File: src/rtl/wb_commit_pkg.sv
// -----------------------------------------------------------------------------
// wb_commit_pkg
// Shared definitions for the write-back/commit stage: the memory-to-write-back
// bus layout, stall-vector encoding, exception codes and the exception vector.
// -----------------------------------------------------------------------------
package wb_commit_pkg;

  localparam int MEM_TO_WB_WD = 274;

  // Stall vector: one bit per pipeline stage, Stop = 1.
  localparam int   STALL_W   = 9;
  localparam int   STALL_MEM = 7;
  localparam int   STALL_WB  = 8;
  localparam logic STOP      = 1'b1;
  localparam logic NO_STOP   = 1'b0;

  localparam logic [31:0] EXC_ERET    = 32'h0000_000E;
  localparam logic [31:0] EXC_REFETCH = 32'hFFFF_FFFF;
  localparam logic [31:0] EXC_VECTOR  = 32'hBFC0_0380;

  typedef struct packed {
    logic        we;
    logic [7:0]  waddr;   // {reg[4:0], sel[2:0]}
    logic [31:0] wdata;
  } cp0_bus_t;            // 41 bits

  typedef struct packed {
    logic        hi_we;
    logic        lo_we;
    logic [31:0] hi;
    logic [31:0] lo;
  } hilo_bus_t;           // 66 bits

  // Field order is MSB first and matches the flat bus bit ranges.
  typedef struct packed {
    cp0_bus_t    cp0_bus;          // [273:233]
    logic [31:0] cp0_epc;          // [232:201]
    logic        is_in_delayslot;  // [200]
    logic [31:0] bad_vaddr;        // [199:168]
    logic [31:0] excepttype;       // [167:136]
    hilo_bus_t   hilo_bus;         // [135:70]
    logic [31:0] pc;               // [69:38]
    logic        rf_we;            // [37]
    logic [4:0]  rf_waddr;         // [36:32]
    logic [31:0] rf_wdata;         // [31:0]
  } mem_to_wb_t;

endpackage

File: src/rtl/wb_commit_hilo_reg.sv
// -----------------------------------------------------------------------------
// hilo_reg
// HI/LO architectural registers with independent write enables. Read ports
// bypass the value being committed this cycle so a consumer sees it at once.
// Ports:
//   clk, rst         clock, synchronous active-high reset
//   hi_we_i, lo_we_i committed write enables (already qualified by the caller)
//   hi_i, lo_i       write data
//   hi_o, lo_o       bypassed read values
// -----------------------------------------------------------------------------
module hilo_reg (
  input  logic        clk,
  input  logic        rst,
  input  logic        hi_we_i,
  input  logic        lo_we_i,
  input  logic [31:0] hi_i,
  input  logic [31:0] lo_i,
  output logic [31:0] hi_o,
  output logic [31:0] lo_o
);

  logic [31:0] hi_q, lo_q;

  // NOTE: state registers use non-blocking assignments so every flop samples
  // pre-edge values regardless of block ordering.
  always_ff @(posedge clk) begin
    if (rst) begin
      hi_q <= '0;
      lo_q <= '0;
    end else begin
      if (hi_we_i) hi_q <= hi_i;
      if (lo_we_i) lo_q <= lo_i;
    end
  end

  assign hi_o = hi_we_i ? hi_i : hi_q;
  assign lo_o = lo_we_i ? lo_i : lo_q;

endmodule

File: src/rtl/wb_commit.sv
// -----------------------------------------------------------------------------
// wb_commit
// Write-back/commit stage. Registers the memory-stage bus, then commits the
// instruction: GPR, HI/LO and CP0 writes (all suppressed on exception),
// precise-exception flush/redirect plus the exception record for CP0, and
// trace outputs.
// Ports:
//   clk, rst, flush, stall      clock, sync reset, global flush, stall vector
//   mem_to_wb_bus               274-bit bus from the memory stage
//   rf_we/rf_waddr/rf_wdata     GPR write port
//   hi_o, lo_o                  HI/LO read with same-cycle commit bypass
//   cp0_we/cp0_waddr/cp0_wdata  CP0 write port
//   excp_*                      flush, redirect PC and exception record
//   debug_wb_*                  trace
// -----------------------------------------------------------------------------
module wb_commit
  import wb_commit_pkg::*;
(
  input  logic                    clk,
  input  logic                    rst,
  input  logic                    flush,
  input  logic [STALL_W-1:0]      stall,
  input  logic [MEM_TO_WB_WD-1:0] mem_to_wb_bus,
  output logic                    rf_we,
  output logic [4:0]              rf_waddr,
  output logic [31:0]             rf_wdata,
  output logic [31:0]             hi_o,
  output logic [31:0]             lo_o,
  output logic                    cp0_we,
  output logic [7:0]              cp0_waddr,
  output logic [31:0]             cp0_wdata,
  output logic                    excp_flush,
  output logic [31:0]             excp_new_pc,
  output logic [31:0]             excp_type,
  output logic [31:0]             excp_pc,
  output logic [31:0]             excp_bad_vaddr,
  output logic                    excp_in_delayslot,
  output logic [31:0]             debug_wb_pc,
  output logic [3:0]              debug_wb_rf_wen,
  output logic [4:0]              debug_wb_rf_wnum,
  output logic [31:0]             debug_wb_rf_wdata
);

  mem_to_wb_t wb_q, wb_d;
  logic       valid, exc, commit;

  // Bubbles carry pc = 0, so a zero pc marks an empty slot.
  assign valid  = (wb_q.pc != '0);
  assign exc    = valid & (wb_q.excepttype != '0);
  assign commit = valid & ~exc;

  // NOTE: every combinational output gets a default first so no path can
  // leave it unassigned and infer a latch.
  always_comb begin
    wb_d = wb_q;
    if (flush || exc) begin
      // An excepting instruction clears itself even under stall[8], so
      // excp_flush lasts exactly one cycle.
      wb_d = '0;
    end else if (stall[STALL_MEM] == STOP && stall[STALL_WB] == NO_STOP) begin
      wb_d = '0;
    end else if (stall[STALL_MEM] == NO_STOP) begin
      wb_d = mem_to_wb_bus;
    end
  end

  always_ff @(posedge clk) begin
    if (rst) wb_q <= '0;
    else     wb_q <= wb_d;
  end

  hilo_reg u_hilo_reg (
    .clk     (clk),
    .rst     (rst),
    .hi_we_i (commit & wb_q.hilo_bus.hi_we),
    .lo_we_i (commit & wb_q.hilo_bus.lo_we),
    .hi_i    (wb_q.hilo_bus.hi),
    .lo_i    (wb_q.hilo_bus.lo),
    .hi_o    (hi_o),
    .lo_o    (lo_o)
  );

  assign rf_we     = commit & wb_q.rf_we;
  assign rf_waddr  = wb_q.rf_waddr;
  assign rf_wdata  = wb_q.rf_wdata;

  assign cp0_we    = commit & wb_q.cp0_bus.we;
  assign cp0_waddr = wb_q.cp0_bus.waddr;
  assign cp0_wdata = wb_q.cp0_bus.wdata;

  always_comb begin
    excp_new_pc       = '0;
    excp_type         = '0;
    excp_pc           = '0;
    excp_bad_vaddr    = '0;
    excp_in_delayslot = 1'b0;
    if (exc) begin
      excp_type         = wb_q.excepttype;
      excp_pc           = wb_q.pc;
      excp_bad_vaddr    = wb_q.bad_vaddr;
      excp_in_delayslot = wb_q.is_in_delayslot;
      if (wb_q.excepttype == EXC_ERET)         excp_new_pc = wb_q.cp0_epc;
      else if (wb_q.excepttype == EXC_REFETCH) excp_new_pc = wb_q.pc;
      else                                     excp_new_pc = EXC_VECTOR;
    end
  end

  assign excp_flush        = exc;

  assign debug_wb_pc       = wb_q.pc;
  assign debug_wb_rf_wen   = {4{rf_we}};
  assign debug_wb_rf_wnum  = wb_q.rf_waddr;
  assign debug_wb_rf_wdata = wb_q.rf_wdata;

endmodule
File: config.mk
export PLATFORM = sky130hd
export DESIGN_NAME = wb_commit
export DESIGN_NICKNAME = d
export VERILOG_FILES = /design/src/rtl/wb_commit_pkg.sv /design/src/rtl/wb_commit_hilo_reg.sv /design/src/rtl/wb_commit.sv
export SDC_FILE = /design/constraint.sdc
export NUM_CORES = 1
export LEC_CHECK = 0
export CORE_AREA = 2 2 246 248
export CTS_CLUSTER_DIAMETER = 30
export DETAILED_ROUTE_END_ITERATION = 10
export DIE_AREA = 0 0 248 250
export MAX_ROUTING_LAYER = met4
export PLACE_DENSITY = 0.55
export SLEW_MARGIN = 0
export SYNTH_ARGS = -nofsm -noshare
export SYNTH_HDL_FRONTEND = slang
export SYNTH_SLANG_ARGS = --single-unit
export TNS_END_PERCENT = 20
File: constraint.sdc
create_clock -name clk -period 2.73 [get_ports clk]
set_clock_uncertainty 0.05 [all_clocks]
set_input_delay 0.6825 -clock clk [delete_from_list [all_inputs] [get_ports clk]]
set_output_delay 0.6825 -clock clk [all_outputs]
set_load 0.01 [all_outputs]
Word level (Yosys, flattened, before mapping)

Index checks and enable logic that the tools add are counted.

Bits in registers: 338
Input bits: 286
Output and inout port bits: 346

Bitwise gates (word level): 8
Mux-type cells: 9
Reduce and logical (&&, ||, !) cells: 5
Equality and inequality tests: 2

Operators by type and width:

| cell                                                                   | number |
|---|---|
| 32-bit two-way mux                                                     | 8 |
| 32-bit nonzero test                                                    | 2 |
| 32-bit equality test, second input constant                            | 1 |
| 32-bit by 4-bit equality test with 1-bit output, second input constant | 1 |
| 1-bit AND                                                              | 6 |
| 3-bit OR reduction                                                     | 1 |
| 1-bit NOT                                                              | 2 |
| 1-bit logical AND                                                      | 1 |
| 1-bit logical OR                                                       | 1 |
| 1-bit two-way mux                                                      | 1 |

Logic depth before layout (Yosys ltp)

Gate-level depths: netlist of the first run.

Word-level depth: 6
Depth in mapped cells: 8
Mapped depth without buffers: 6

Hierarchy

A second synthesis of the first run with hierarchy kept.

Cell total of the unflattened synthesis: 1815
Area total of the unflattened synthesis: 15738.8 um^2

By module, submodules not included:

| module    | area an instance (um^2) | instances | cells an instance |
|---|---|---|---|
| wb_commit | 12995.0                 | 1         | 1608 |
| hilo_reg  | 2743.9                  | 1         | 207 |

Least setup slack after synthesis of the first run

No wires, ideal clock.

Kind: register -> output
From: register wb_q[155] (netlist name)
To: output port debug_wb_rf_wen[0]
Data required time: 1.997 ns
Path slack: 0.071 ns
Stages on the path, launching flop included: 8
Path buffers: 3
Arrival: 1.927 ns
Cells stage by stage: dfxtp_1 -> nor4_1 -> and4_1 -> and3_1 -> buf_2 -> buf_1 -> and3_1 -> buf_4

Word-level cells in the longest chain between the ends: 5

RTL lines:

| item                   | line            | RTL |
|---|---|---|
| start, declared        | wb_commit.sv:44 | `mem_to_wb_t wb_q, wb_d;` |
| start signal, assigned | wb_commit.sv:69 | `else wb_q <= wb_d;` |
| 32-bit nonzero test    | wb_commit.sv:49 | `assign exc = valid & (wb_q.excepttype != '0);` |
| 1-bit AND              | wb_commit.sv:49 |  |
| 1-bit NOT              | wb_commit.sv:50 | `assign commit = valid & ~exc;` |
| 1-bit AND              | wb_commit.sv:50 |  |
| 1-bit AND              | wb_commit.sv:83 | `assign rf_we = commit & wb_q.rf_we;` |
| end, declared          | wb_commit.sv:39 | `output logic [3:0] debug_wb_rf_wen,` |

Every way passes these cells.

Worst setup path in the final report of the first run

From: register wb_q, in the netlist debug_wb_pc[31]
To: output port hi_o[8]

Word-level cells in the longest chain between the ends: 6

RTL lines:

| item                  | line                     | RTL |
|---|---|---|
| 32-bit nonzero test * | wb_commit.sv:48          | `assign valid = (wb_q.pc != '0);` |
| 1-bit AND             | wb_commit.sv:49          |  |
| 1-bit NOT             | wb_commit.sv:50          |  |
| 1-bit AND *           | wb_commit.sv:50          |  |
| 1-bit AND *           | wb_commit.sv:75          | `.hi_we_i (commit & wb_q.hilo_bus.hi_we),` |
| 32-bit two-way mux *  | wb_commit_hilo_reg.sv:36 | `assign hi_o = hi_we_i ? hi_i : hi_q;` |
| end, declared         | wb_commit.sv:27          | `output logic [31:0] hi_o,` |

Mark *: on every way between the ends. The rest lies on a longest branch, timed or not.

==> PnR_summary.wiki, run 1 <==
{| class="wikitable"
! Metric !! Value
|-
| Count of endpoints failing hold in the final timing report || 0
|-
| Worst Slack Setup Final || -0.740 ns
|-
| Delay-heaviest family, CP || buffers and inverters
|-
| Net Count, Synth || ~1900
|-
| Cell at the root of the clock tree || sky130_fd_sc_hd__clkbuf_16
|-
| Synthesized area per cell || slightly above 9 µm²
|-
| Synth cell count leaders || 338 x sky130_fd_sc_hd__dfxtp_1, 296 x sky130_fd_sc_hd__nor2_1, 274 x sky130_fd_sc_hd__mux2i_1, 162 x sky130_fd_sc_hd__buf_4, 98 x sky130_fd_sc_hd__and3_1
|-
| Number of H-tree levels || 3
|-
| GRT Overall Usage || around a fifth
|-
| Number of library cell types mapped by synthesis || 26
|-
| Via density || between 4 and 5
|-
| Register-to-Register Setup Slack || -0.17 ns
|-
| Hold Path Cell Cnt || 2
|-
| Total die area || ~62000 µm²
|-
| Internal power component || 16.2 mW
|-
| RSZ-0062 raised after global routing || true
|-
| Sw Share || about a third
|-
| Post-detail-place hpwl || roughly 42000 µm
|-
| Placed Area || 22000 µm²
|-
| Fraction of final layout cells sized beyond drive strength 1 || 27.4%
|-
| Crit share post-route || 127%
|-
| Port buffer count || ~620
|-
| CP arrival || 2.74 ns
|-
| Synth top area share || around 46%
|-
| Worst-Skew Late Latency || between 0.6 and 0.7 ns
|-
| Clock tree buffer depth || 3
|-
| Violated checks || setup timing
|-
| Vias in the first global route || 14400
|-
| Reg clk slew, reported paths || ~0.040 ns
|-
| Post-synth top flop || sky130_fd_sc_hd__dfxtp_1
|-
| Worst r2r path cells || 10
|-
| I/O pins || around 630
|-
| Static leakage || 11.5 nW
|-
| Most used cell along the critical path || sky130_fd_sc_hd__buf_4
|-
| Number of synthesis warnings || 0
|-
| Area growth from synthesis to layout || 70.8%
|-
| Max-Cap Viols || 0
|-
| Clock sink total || 338
|-
| Launch point of the worst hold path || u_hilo_reg.hi_q[16]$_SDFF_PP0_
|-
| Buffers & Inverters on Critical Path || 5
|-
| Routed wire length || 60100 µm
|-
| Placer congestion estimate || about 0.80
|-
| Portion of total power attributed to combinational logic || 30.7%
|-
| Number of iterations in the first detailed-routing pass || 4
|-
| Wire length of the first global-routing pass || approximately 86000 µm
|-
| Max Transition Viols Final || 0
|-
| Maximum number of pins on one net before global-route repair || slightly below 80
|-
| Standard-cell row count || 90
|-
| Pwr per Cell Area || ~940 nW/µm²
|-
| Endpoint with the worst hold slack || u_hilo_reg.hi_q[16]$_SDFF_PP0_
|-
| DR DRC count || 0
|-
| Die Wd || 248 µm
|-
| Sw power || about 7.7 mW
|-
| Initial standard-cell utilization of the core || roughly 25%
|-
| Initial antenna violation count || 8
|-
| Design Area, Final || 25300 µm²
|-
| Critical register-to-register path startpoint || debug_wb_pc[27]$_SDFFE_PP0N_
|-
| Endpoints failing setup || roughly 450
|-
| Crit Path Category || flip-flop to primary output
|-
| Final worst hold slack || 0.410 ns
|-
| Starting DRC count in detailed routing || slightly above 500
|-
| Die Y || about 250 µm
|-
| Syn Std Cell Area || 14800 µm²
|-
| Count of flip-flops with a built-in enable after synthesis || 0
|-
| Post-synth ARST share || 0%
|-
| Tightest Pin Transition || a little under 0.8 ns
|-
| Total grt overflow || 0
|-
| Post-Layout Cell Count || ~3100
|-
| Remaining number of nets flagged by the antenna check after routing || 0
|-
| Maximum vdd drop || 0.000581 V
|-
| Post-Place Cells || around 3000
|-
| Tightest Hold Check Type || flip-flop to flip-flop
|-
| Library cell with the highest instance count after synthesis || sky130_fd_sc_hd__dfxtp_1
|-
| Top cells by area, synth || sky130_fd_sc_hd__dfxtp_1 46%, sky130_fd_sc_hd__mux2i_1 18%, sky130_fd_sc_hd__buf_4 8.2%
|-
| Yosys reg bits || approximately 340
|-
| Normalized max-slew margin || roughly 47%
|-
| Layout Nets || between 2000 and 3000
|-
| Core region area || between 50000 and 60000 µm²
|-
| Proportion of synthesized chip area in sequential cells || between 40% and 50%
|-
| Overall via count from detail_route || about 14000
|-
| Count of mapped cells out of synthesis || about 1600
|-
| Portion of total power attributed to sequential cells || a little under a quarter
|-
| Required time worst endpoint || about 2.0 ns
|-
| Cell Chain, Critical Path || nor4_1, buf_4, nand4_1, buf_4, o21a_4, buf_8, buf_4, nand3_2, nand2_2, buf_6
|-
| CP startpoint kind || flip-flop
|-
| Cell type contributing the most total cell area after synthesis || sky130_fd_sc_hd__dfxtp_1
|-
| Slowest cell on the critical path || sky130_fd_sc_hd__nor4_1
|-
| TritonCTS clock tree || done
|-
| Crit Reg-Reg Endpoint || debug_wb_pc[25]$_SDFFE_PP0N_
|-
| Biggest fanout along the worst timing path || 8
|-
| Status || finished, violations left
|-
| Wire length per cell || around 19 µm
|-
| Cts bufs inserted || 92
|-
| Post-route minimum period || ~3.5 ns
|-
| Clock network power share || a little under half
|-
| Element type at the critical path end || primary output
|-
| Maximum single-stage delay on the critical path || roughly 0.32 ns
|-
| Achievable Freq || 288 MHz
|}
layout make-up:
cell class              instances  area (µm²)
clock inverters                42         568
fillers                      5798       34200
clock buffers                 128        2700
well taps                     782         978
inverters                       1        3.75
flip-flops and latches        338        6770
multi-input cells            1004        6660
diodes                          6        15.0
repair buffers                834        7640
cell families after synthesis:
family / after synthesis / synth area share (%)
buffers and inverters: 280 / 12.0
flip-flops: 338 / 45.6
AND/OR/NAND/NOR: 565 / 17.4
AO/OA/AOI/OAI: 164 / 6.44
multiplexers: 274 / 18.5
per-stage QoR:
stage / power, mW / worst slack (ns) / util, % / TNS [ns]
2_1_floorplan: 8.58 / 0.0709 / - / 0
3_3_place_gp: 12.2 / -0.823 / 36.9 / -281.50
3_5_place_dp: 12.2 / -0.832 / 36.9 / -279.74
4_1_cts: 23.9 / -1.01 / 42.8 / -258.07
5_1_grt: 24.9 / -0.920 / 42.5 / -230.27
6_report: 23.9 / -0.740 / 42.5 / -153.56
registers in the layout, indices dropped and copies added (netlist names):
signal,flops
cp0_waddr,8
cp0_wdata,32
debug_wb_pc,32
debug_wb_rf_wdata,32
debug_wb_rf_wnum,5
u_hilo_reg.hi_q,32
u_hilo_reg.lo_q,32
wb_q,165
layout by cell type, fill, tap and decap left out, types with 62 or more instances in the layout:
cell,count
sky130_fd_sc_hd__and3_1,86
sky130_fd_sc_hd__a21oi_1,64
sky130_fd_sc_hd__clkbuf_2,93
sky130_fd_sc_hd__dfxtp_1,335
sky130_fd_sc_hd__buf_4,157
sky130_fd_sc_hd__buf_2,62
sky130_fd_sc_hd__clkdlybuf4s50_1,422
sky130_fd_sc_hd__mux2i_1,274
sky130_fd_sc_hd__clkbuf_16,96
sky130_fd_sc_hd__nor2_1,296
worst reg2reg max path: cells and delay by family (launching register included):
kind            cells  cell delay [ns]
compound gates      1             0.56
simple gates        4             0.90
flops               1             0.33
buf+inv             5             1.00
how the worst max path moves through the flow:
stage                                       from                  to  slack [ns]  cells past startpoint
floorplan                 wb_q[155]$_SDFFE_PP0N_  debug_wb_rf_wen[0]        0.07                      7
detailed placement  debug_wb_pc[25]$_SDFFE_PP0N_            hi_o[11]       -0.83                     10
global placement    debug_wb_pc[24]$_SDFFE_PP0N_            hi_o[17]       -0.82                     10
global route        debug_wb_pc[19]$_SDFFE_PP0N_            hi_o[31]       -0.92                     11
CTS                 debug_wb_pc[27]$_SDFFE_PP0N_        excp_type[9]       -1.01                      9
finish              debug_wb_pc[31]$_SDFFE_PP0N_             hi_o[8]       -0.74                     10
power by group through the flow:
stage,logic [mW],clock network [mW],registers [mW]
after floorplan,3.06,0,5.52
after global placement,6.66,0,5.55
after detailed placement,6.68,0,5.56
after CTS,7.14,11.3,5.49
after global routing,7.85,11.6,5.52
final,7.34,11.1,5.50
timing repair:
item / in CTS / in global routing
resized for setup: 533 / 363
hold buffers: 0 / 0
setup buffers: 20 / 11
endpoints found under the setup margin: 474 / 474
cloned: 7 / 3
pin swaps: 35 / 39
layer usage:
| layer | global-route usage, % | vias up | part of all wire (%) |
|---|---|---|---|
| met3 | 5.43 | 84 | 7.6 |
| met4 | 6.72 | 0 | 2.4 |
| li1 | - | 6778 | - |
| met1 | 21.0 | 6790 | 40 |
| met5 | - | - | 0 |
| met2 | 32.0 | 467 | 50 |
(Power assumes the default switching activity.)
==> run 2, diff against run 1 <==
--- a/config.mk
+++ b/config.mk
@@ -6,7 +6,8 @@
 export NUM_CORES = 1
 export LEC_CHECK = 0
 export CORE_AREA = 2 2 246 248
-export CTS_CLUSTER_DIAMETER = 30
+export CTS_CLUSTER_DIAMETER = 100
+export CTS_CLUSTER_SIZE = 12
 export DETAILED_ROUTE_END_ITERATION = 10
 export DIE_AREA = 0 0 248 250
 export MAX_ROUTING_LAYER = met4
==> run 2 against run 1 <==
  * Critical endpoint is now excp_type[12]
  * Largest cell class unchanged
  * The flow still finishes with violations (setup timing)
  * Maximum frequency rose by 1.2%
  * Combinational power increased by 9.0%
  * Core utilization shrank 3.3 points
==> PnR_summary.wiki, run 2 (synthesized netlist as in run 1, its figures left out) <==
{| class="wikitable"
! Metric !! Value
|-
| Worst Slack Setup Final || -0.699 ns (+0.0409 ns)
|-
| Die Y || 250 µm (unchanged)
|-
| Setup TNS || -186.88 ns (-33.32 ns)
|-
| Post-Layout Cell Count || 3010 (-4.0%)
|-
| Design Area, Final || 23400 µm² (-7.7%)
|-
| Overall via count from detail_route || 13700 (-3.0%)
|-
| Maximum number of pins on one net before global-route repair || 78 (unchanged)
|-
| Placed Area || 22000 µm² (unchanged)
|-
| Cell at the root of the clock tree || sky130_fd_sc_hd__clkbuf_16
|-
| Layout Nets || 2505 (-2.0%)
|-
| Via density || 4.55 (+1.0%)
|-
| Area growth from synthesis to layout || 57.6%
|-
| Vias in the first global route || 13700 (-4.6%)
|-
| Wire length per cell || 19.6 µm (+2.5%)
|-
| Standard-cell row count || 90 (unchanged)
|-
| Filler cell count || 5944 (+2.5%)
|-
| Total grt overflow || 0 (unchanged)
|-
| RSZ-0062 raised after global routing || true
|-
| Commonest non-fill, non-tap cell in the layout || sky130_fd_sc_hd__clkdlybuf4s50_1
|-
| Status || finished, violations left
|-
| Fraction of final layout cells sized beyond drive strength 1 || 24.5% (-2.9 points)
|-
| Initial antenna violation count || 7 (-1)
|-
| Max Transition Viols Final || 0 (unchanged)
|-
| Normalized max-slew margin || 45.9% (-1.1 points)
|-
| Routed wire length || 59100 µm (-1.6%)
|-
| Total die area || 62000 µm² (unchanged)
|-
| Biggest fanout along the worst timing path || 11 (+3)
|-
| I/O pins || 632 (unchanged)
|-
| Core region area || 59600 µm² (unchanged)
|-
| Cts bufs inserted || 34 (-63%)
|-
| Die Wd || 248 µm (unchanged)
|-
| Max FFs per register || 165 (unchanged)
|-
| Port buffer count || 624 (unchanged)
|-
| Placer congestion estimate || 0.804 (unchanged)
|-
| Number of iterations in the first detailed-routing pass || 5 (+1)
|-
| Violated checks || setup timing
|-
| Portion of total power attributed to combinational logic || 44.8% (+14 points)
|-
| Max-Cap Viols || 0 (unchanged)
|-
| Worst-Skew Late Latency || 0.54 ns (-0.07 ns)
|-
| Clock sink total || 338 (unchanged)
|-
| Number of H-tree levels || 2 (-1)
|-
| Count of endpoints failing hold in the final timing report || 0 (unchanged)
|-
| TritonCTS clock tree || done
|-
| Post-route minimum period || 3.43 ns (-0.0409 ns)
|-
| Required time worst endpoint || 2.00 ns (about the same)
|-
| Post-detail-place hpwl || 41800 µm (unchanged)
|-
| Pwr per Cell Area || 765 nW/µm² (-19%)
|-
| Most frequent cells in the layout || 422 x sky130_fd_sc_hd__clkdlybuf4s50_1, 335 x sky130_fd_sc_hd__dfxtp_1, 296 x sky130_fd_sc_hd__nor2_1
|-
| Initial standard-cell utilization of the core || 24.9% (unchanged)
|-
| Sw Share || 36.5% (+4.5 points)
|-
| Internal power component || 11.4 mW (-30%)
|-
| Clock tree buffer depth || 3 (unchanged)
|-
| Remaining number of nets flagged by the antenna check after routing || 0 (unchanged)
|-
| Reg clk slew, reported paths || 0.06 ns (+0.02 ns)
|-
| Total chip power || 17.9 mW (-25%)
|-
| Footprint of the flip-flops and latches || 6770 µm² (unchanged)
|-
| Portion of total power attributed to sequential cells || 30.6% (+7.6 points)
|-
| Achievable Freq || 292 MHz (+1.2%)
|-
| Register bank with the most flops || wb_q
|-
| CP startpoint kind || flip-flop
|-
| Starting DRC count in detailed routing || 550 (+8.5%)
|-
| Clock network power share || 24.6% (-22 points)
|-
| CP arrival || 2.70 ns (-0.04 ns)
|-
| Static leakage || 10.5 nW (-8.9%)
|-
| Sw power || 6.52 mW (-15%)
|-
| Tightest Hold Check Type || flip-flop to flip-flop
|-
| Element type at the critical path end || primary output
|-
| Crit Path Category || flip-flop to primary output
|-
| Total area of multi-input combinational cells || 6790 µm² (+2.0%)
|-
| GRT Overall Usage || 18.5% (-0.38 points)
|-
| Crit share post-route || 126% (-1.5 points)
|-
| Wire length of the first global-routing pass || 84900 µm (-1.8%)
|-
| Maximum vdd drop || 0.000703 V (+21%)
|-
| Endpoints failing setup || 474 (+5.6%)
|-
| Tightest Pin Transition || 0.811 ns (+0.0165 ns)
|-
| DR DRC count || 0 (unchanged)
|-
| Post-Place Cells || 2927 (unchanged)
|}
run 2: area by class of cell:
class                           count  area share (%)
Clock inverter                      1          0.0375
Clock buffer                       38            4.02
Tap cell                          782            4.19
Timing Repair Buffer              841            33.7
Antenna cell                        6          0.0642
Inverter                            1          0.0161
Multi-Input combinational cell   1003            29.0
Sequential cell                   338            29.0
run 2: what timing repair did:
action / CTS / global route
gates resized for setup: 795 / 176
hold buffers: 0 / 0
buffers inserted: 24 / 7
pin swaps: 36 / 34
endpoints found under the setup margin: 474 / 474
gates cloned: 8 / 2
endpoints found under the hold margin: 0 / 0
run 2: critical path, cell delays in order (launching register included):
cell and delay, ns:
sky130_fd_sc_hd__dfxtp_2 0.33, sky130_fd_sc_hd__nor4_4 0.33, sky130_fd_sc_hd__buf_4 0.16, sky130_fd_sc_hd__nand4_1 0.15
sky130_fd_sc_hd__buf_4 0.21, sky130_fd_sc_hd__or2_4 0.33, sky130_fd_sc_hd__buf_6 0.17, sky130_fd_sc_hd__and3_1 0.18
sky130_fd_sc_hd__dlygate4sd2_1 0.29
run 2: per-layer routing:
| layer | up-vias | global-route usage (%) | wire length [µm] | part of all wire, % |
|---|---|---|---|---|
| met1 | 6571 | 21.0 | 23800 | 40 |
| met2 | 452 | 32.2 | 29700 | 50 |
| met5 | - | - | 0 | 0 |
| li1 | 6597 | - | - | - |
| met3 | 76 | 4.72 | 4340 | 7.3 |
| met4 | 0 | 4.67 | 1190 | 2.0 |
run 2: final timing paths:
| path | start | to | slack, ns | cells after the start |
|---|---|---|---|---|
| min reg2reg | u_hilo_reg.lo_q[30]$_SDFF_PP0_ | u_hilo_reg.lo_q[30]$_SDFF_PP0_ | 0.41 | 2 |
| min | u_hilo_reg.lo_q[30]$_SDFF_PP0_ | u_hilo_reg.lo_q[30]$_SDFF_PP0_ | 0.41 | 2 |
| max reg2reg | debug_wb_pc[24]$_SDFFE_PP0N_ | wb_q[165]$_SDFFE_PP0N_ | -0.30 | 11 |
| max | debug_wb_pc[24]$_SDFFE_PP0N_ | excp_type[12] | -0.70 | 8 |
run 2: per-stage QoR:
step           hold WS [ns]  worst slack [ns]  utilization (%)
2_1_floorplan         0.405            0.0709                -
4_1_cts               0.412            -0.882             38.9
3_5_place_dp          0.432            -0.832             36.9
6_report              0.411            -0.699             39.2
3_3_place_gp          0.416            -0.823             36.9
5_1_grt               0.422            -0.872             39.2
run 2: power by group through the flow:
stage	Combinational [mW]	Sequential (mW)	Clock [mW]
after floorplan	3.06	5.52	0
after global placement	6.66	5.55	0
after detailed placement	6.68	5.56	0
after CTS	8.05	5.46	4.56
after global routing	8.51	5.50	4.75
final	8.00	5.47	4.40
==> run 3, diff against run 2 <==
--- a/config.mk
+++ b/config.mk
@@ -5,13 +5,14 @@
 export SDC_FILE = /design/constraint.sdc
 export NUM_CORES = 1
 export LEC_CHECK = 0
+export ABC_AREA = 1
 export CORE_AREA = 2 2 246 248
 export CTS_CLUSTER_DIAMETER = 100
 export CTS_CLUSTER_SIZE = 12
 export DETAILED_ROUTE_END_ITERATION = 10
 export DIE_AREA = 0 0 248 250
 export MAX_ROUTING_LAYER = met4
-export PLACE_DENSITY = 0.55
+export PLACE_DENSITY = 0.57
 export SLEW_MARGIN = 0
 export SYNTH_ARGS = -nofsm -noshare
 export SYNTH_HDL_FRONTEND = slang
==> run 3 against run 2 <==
  * The flow still finishes with violations (setup timing)
  * Synthesized cell count rose by 46%
  * Clock power fell by 3%
  * Final cell count rose by 24%
  * Sequential share of layout area fell by 0.99 points
  * First-iteration DRC count rose by 51%
  * Maximum frequency fell by 3.5%
  * Power fell by 9.7%
  * Flip-flop and latch count did not move
  * Non-clock buffer count fell by 8
  * Core utilization rose by 1.4 points
==> PnR_summary.wiki, run 3 <==
{| class="wikitable"
! Metric !! Value
|-
| Count of mapped cells out of synthesis || 2366 (+46%)
|-
| Initial antenna violation count || 9 (+2)
|-
| Maximum number of pins on one net before global-route repair || 150 (+92%)
|-
| Standard-cell row count || 90 (unchanged)
|-
| Violated checks || setup timing
|-
| I/O pins || 632 (unchanged)
|-
| Port buffer count || 624 (unchanged)
|-
| Placer congestion estimate || 0.862 (+7.2%)
|-
| Wire length per cell || 16.7 µm (-15%)
|-
| Maximum single-stage delay on the critical path || 0.48 ns (+0.15 ns)
|-
| Footprint of the flip-flops and latches || 6770 µm² (about the same)
|-
| Total area of multi-input combinational cells || 6340 µm² (-6.6%)
|-
| Tightest Pin Transition || 0.937 ns (+0.126 ns)
|-
| Clock sink total || 338 (unchanged)
|-
| Synth cell count leaders || 748 x sky130_fd_sc_hd__nand2_1, 338 x sky130_fd_sc_hd__dfxtp_1, 304 x sky130_fd_sc_hd__inv_1, 222 x sky130_fd_sc_hd__nor2_1, 217 x sky130_fd_sc_hd__a21oi_1
|-
| Vias in the first global route || 16600 (+21%)
|-
| Post-detail-place hpwl || 44800 µm (+7.0%)
|-
| Post-synth top flop || sky130_fd_sc_hd__dfxtp_1
|-
| Cell Chain, Critical Path || nor2_1, buf_4, nand4_1, nor2_2, nand2_4, o21ai_4, buf_12, buf_4, nor2_1, clkdlybuf4s50_1
|-
| Count of endpoints failing hold in the final timing report || 0 (unchanged)
|-
| Cell type contributing the most total cell area after synthesis || sky130_fd_sc_hd__dfxtp_1
|-
| Pre-CTS setup slack || -0.473 ns (+0.359 ns)
|-
| Worst-Skew Late Latency || 0.55 ns (about the same)
|-
| Layout Nets || 3218 (+28%)
|-
| Max FFs per register || 165 (unchanged)
|-
| TritonCTS clock tree || done
|-
| Routed wire length || 62100 µm (+5.0%)
|-
| Wire length of the first global-routing pass || 93700 µm (+10%)
|-
| Sw Share || 35.9% (-0.62 points)
|-
| Clock tree buffer depth || 3 (unchanged)
|-
| Post-route minimum period || 3.55 ns (+0.125 ns)
|-
| Fraction of final layout cells sized beyond drive strength 1 || 13.0% (-11 points)
|-
| Internal power component || 10.3 mW (-8.8%)
|-
| Top cells by area, synth || sky130_fd_sc_hd__dfxtp_1 42%, sky130_fd_sc_hd__nand2_1 17%, sky130_fd_sc_hd__buf_4 7.8%
|-
| Remaining number of nets flagged by the antenna check after routing || 0 (unchanged)
|-
| Endpoints failing setup || 200 (-58%)
|-
| Total die area || 62000 µm² (unchanged)
|-
| Status || finished, violations left
|-
| Number of iterations in the first detailed-routing pass || 5 (unchanged)
|-
| Tightest Hold Check Type || flip-flop to flip-flop
|-
| Portion of total power attributed to combinational logic || 39.8% (-5.0 points)
|-
| Overall via count from detail_route || 16500 (+20%)
|-
| Buffers & Inverters on Critical Path || 4 (unchanged)
|-
| Area growth from synthesis to layout || 50.4%
|-
| Reg clk slew, reported paths || 0.07 ns (about the same)
|-
| GRT Overall Usage || 19.9% (+1.3 points)
|-
| CP arrival || 2.82 ns (+0.12 ns)
|-
| Number of buffers inserted by hold repair at cts || 0 (unchanged)
|-
| Delay-heaviest family, CP || buffers and inverters
|-
| Via density || 4.42 (-2.8%)
|-
| Core region area || 59600 µm² (unchanged)
|-
| Required time worst endpoint || 2.00 ns (about the same)
|-
| Register bank with the most flops || wb_q
|-
| Worst Slack Setup Final || -0.824 ns (-0.125 ns)
|-
| Library cell with the highest instance count after synthesis || sky130_fd_sc_hd__nand2_1
|-
| Max Transition Viols Final || 0 (unchanged)
|-
| Yosys reg bits || 338 (unchanged)
|-
| Element type at the critical path end || primary output
|-
| DR DRC count || 0 (unchanged)
|-
| Syn Std Cell Area || 16100 µm² (+8.5%)
|-
| Synthesized area per cell || 6.80 µm² (-26%)
|-
| Pwr per Cell Area || 667 nW/µm² (-13%)
|-
| Filler cell count || 6186 (+4.1%)
|-
| Static leakage || 10.3 nW (-1.9%)
|-
| Die Wd || 248 µm (unchanged)
|-
| Synth top area share || 42.1% (-3.6 points)
|-
| Clock network power share || 26.4% (+1.8 points)
|-
| Portion of total power attributed to sequential cells || 33.8% (+3.2 points)
|-
| Count of flip-flops with a built-in enable after synthesis || 0 (unchanged)
|-
| Cts bufs inserted || 34 (unchanged)
|-
| Number of synthesis warnings || 0 (unchanged)
|-
| Number of library cell types mapped by synthesis || 20 (-23%)
|-
| Total chip power || 16.1 mW (-9.7%)
|-
| Achievable Freq || 281 MHz (-3.5%)
|-
| Most frequent cells in the layout || 744 x sky130_fd_sc_hd__nand2_1, 527 x sky130_fd_sc_hd__clkdlybuf4s50_1, 336 x sky130_fd_sc_hd__dfxtp_1
|-
| Die Y || 250 µm (unchanged)
|-
| Crit share post-route || 130% (+4.6 points)
|-
| Max-Cap Viols || 0 (unchanged)
|-
| Post-synth ARST share || 0% (unchanged)
|-
| Crit Path Category || flip-flop to primary output
|-
| Biggest fanout along the worst timing path || 23 (+12)
|-
| Cell at the root of the clock tree || sky130_fd_sc_hd__clkbuf_16
|-
| Proportion of synthesized chip area in sequential cells || 42.1% (-3.6 points)
|-
| CP startpoint kind || flip-flop
|-
| Total grt overflow || 0 (unchanged)
|-
| Net Count, Synth || 2652 (+39%)
|-
| Number of H-tree levels || 2 (unchanged)
|-
| Slowest cell on the critical path || sky130_fd_sc_hd__clkdlybuf4s50_1
|-
| RSZ-0062 raised after global routing || true
|-
| Commonest non-fill, non-tap cell in the layout || sky130_fd_sc_hd__nand2_1
|-
| Maximum vdd drop || 0.000544 V (-23%)
|-
| Initial standard-cell utilization of the core || 27.0% (+2.1 points)
|-
| Normalized max-slew margin || 37.5% (-8.4 points)
|-
| Sw power || 5.79 mW (-11%)
|-
| Starting DRC count in detailed routing || 829 (+51%)
|}
run 3: cell count changes after synthesis, moves of 13 or more:
cell / change
sky130_fd_sc_hd__a21oi_2: +70
sky130_fd_sc_hd__inv_1: +303
sky130_fd_sc_hd__nor3_1: +13
sky130_fd_sc_hd__nor2_1: -74
sky130_fd_sc_hd__a22oi_1: -20
sky130_fd_sc_hd__o21ai_0: -46
sky130_fd_sc_hd__nor4_1: -15
sky130_fd_sc_hd__nand4_1: +25
sky130_fd_sc_hd__a21oi_1: +153
sky130_fd_sc_hd__nand2_1: +682
sky130_fd_sc_hd__buf_2: +25
sky130_fd_sc_hd__and3_1: -98
sky130_fd_sc_hd__mux2i_1: -274
run 3: cell families (layout without fill, tap and decap cells):
logic type,count (synthesis),in the layout,share of synthesized area [%]
AOI/OAI and AO/OA,308,308,11.2
buffers and inverters,616,1186,19.3
DFF,338,338,42.1
other,0,6,0
and+or+nand+nor,1104,1104,27.4
run 3: per-stage QoR:
stage	util [%]	cell area, µm²	hold WS, ns	TNS (ns)	instances
3_5_place_dp	39.0	23200	0.406	-79.73	3675
3_3_place_gp	39.0	23200	0.401	-78.78	3675
6_report	40.6	24200	0.414	-128.92	3724
4_1_cts	40.5	24100	0.390	-163.01	3715
5_1_grt	40.6	24200	0.414	-165.41	3724
2_1_floorplan	-	16100	0.393	0	2366
run 3: final cells by class:
type	count	share of cell area, %
Clock buffer	36	3.59
Sequential cell	338	28.0
Multi-Input combinational cell	1412	26.2
Tap cell	782	4.04
Clock inverter	4	0.176
Timing Repair Buffer	833	33.1
Antenna cell	6	0.0620
Inverter	313	4.89
run 3: metal layers:
layer | vias to the layer above | share of wire, % | GRT usage [%]
met3 | 94 | 7.1 | 4.74
li1 | 8181 | - | -
met2 | 563 | 48 | 32.6
met5 | - | 0 | -
met1 | 7632 | 42 | 23.8
met4 | 0 | 2.7 | 6.42
run 3: worst reg2reg max path, stage by stage, from the launching register on:
cell and delay, ns:
sky130_fd_sc_hd__dfxtp_2 0.32, sky130_fd_sc_hd__nor2_1 0.09, sky130_fd_sc_hd__buf_4 0.16, sky130_fd_sc_hd__nand4_1 0.22, sky130_fd_sc_hd__nor2_2 0.24, sky130_fd_sc_hd__nand2_4 0.15
sky130_fd_sc_hd__o21ai_4 0.12, sky130_fd_sc_hd__buf_4 0.16, sky130_fd_sc_hd__nand2_8 0.20, sky130_fd_sc_hd__buf_12 0.28, sky130_fd_sc_hd__a21oi_1 0.25
run 3: worst paths after layout:
check,slack (ns),endpoint,startpoint,cells after the start
setup / recovery,-0.82,excp_pc[28],debug_wb_pc[23]$_SDFFE_PP0N_,10
hold reg to reg,0.41,wb_q[116]$_SDFFE_PP0N_,wb_q[116]$_SDFFE_PP0N_,2
setup reg to reg,0.41,debug_wb_rf_wnum[0]$_SDFFE_PP0N_,debug_wb_pc[23]$_SDFFE_PP0N_,10
hold / removal,0.41,wb_q[116]$_SDFFE_PP0N_,wb_q[116]$_SDFFE_PP0N_,2
run 3: power groups by stage:
stage | sequential [mW] | combinational [mW] | clock, mW
after floorplan | 5.52 | 3.09 | 0
after global placement | 5.54 | 6.37 | 0
after detailed placement | 5.55 | 6.40 | 0
after CTS | 5.44 | 6.47 | 4.43
after global routing | 5.48 | 6.96 | 4.61
final | 5.45 | 6.42 | 4.27
run 3: what timing repair did:
item	4_1_cts	5_1_grt
gates resized for setup	104	84
buffers inserted	0	1
setup endpoints to repair	200	200
pin swaps	1	1
cloned	0	2
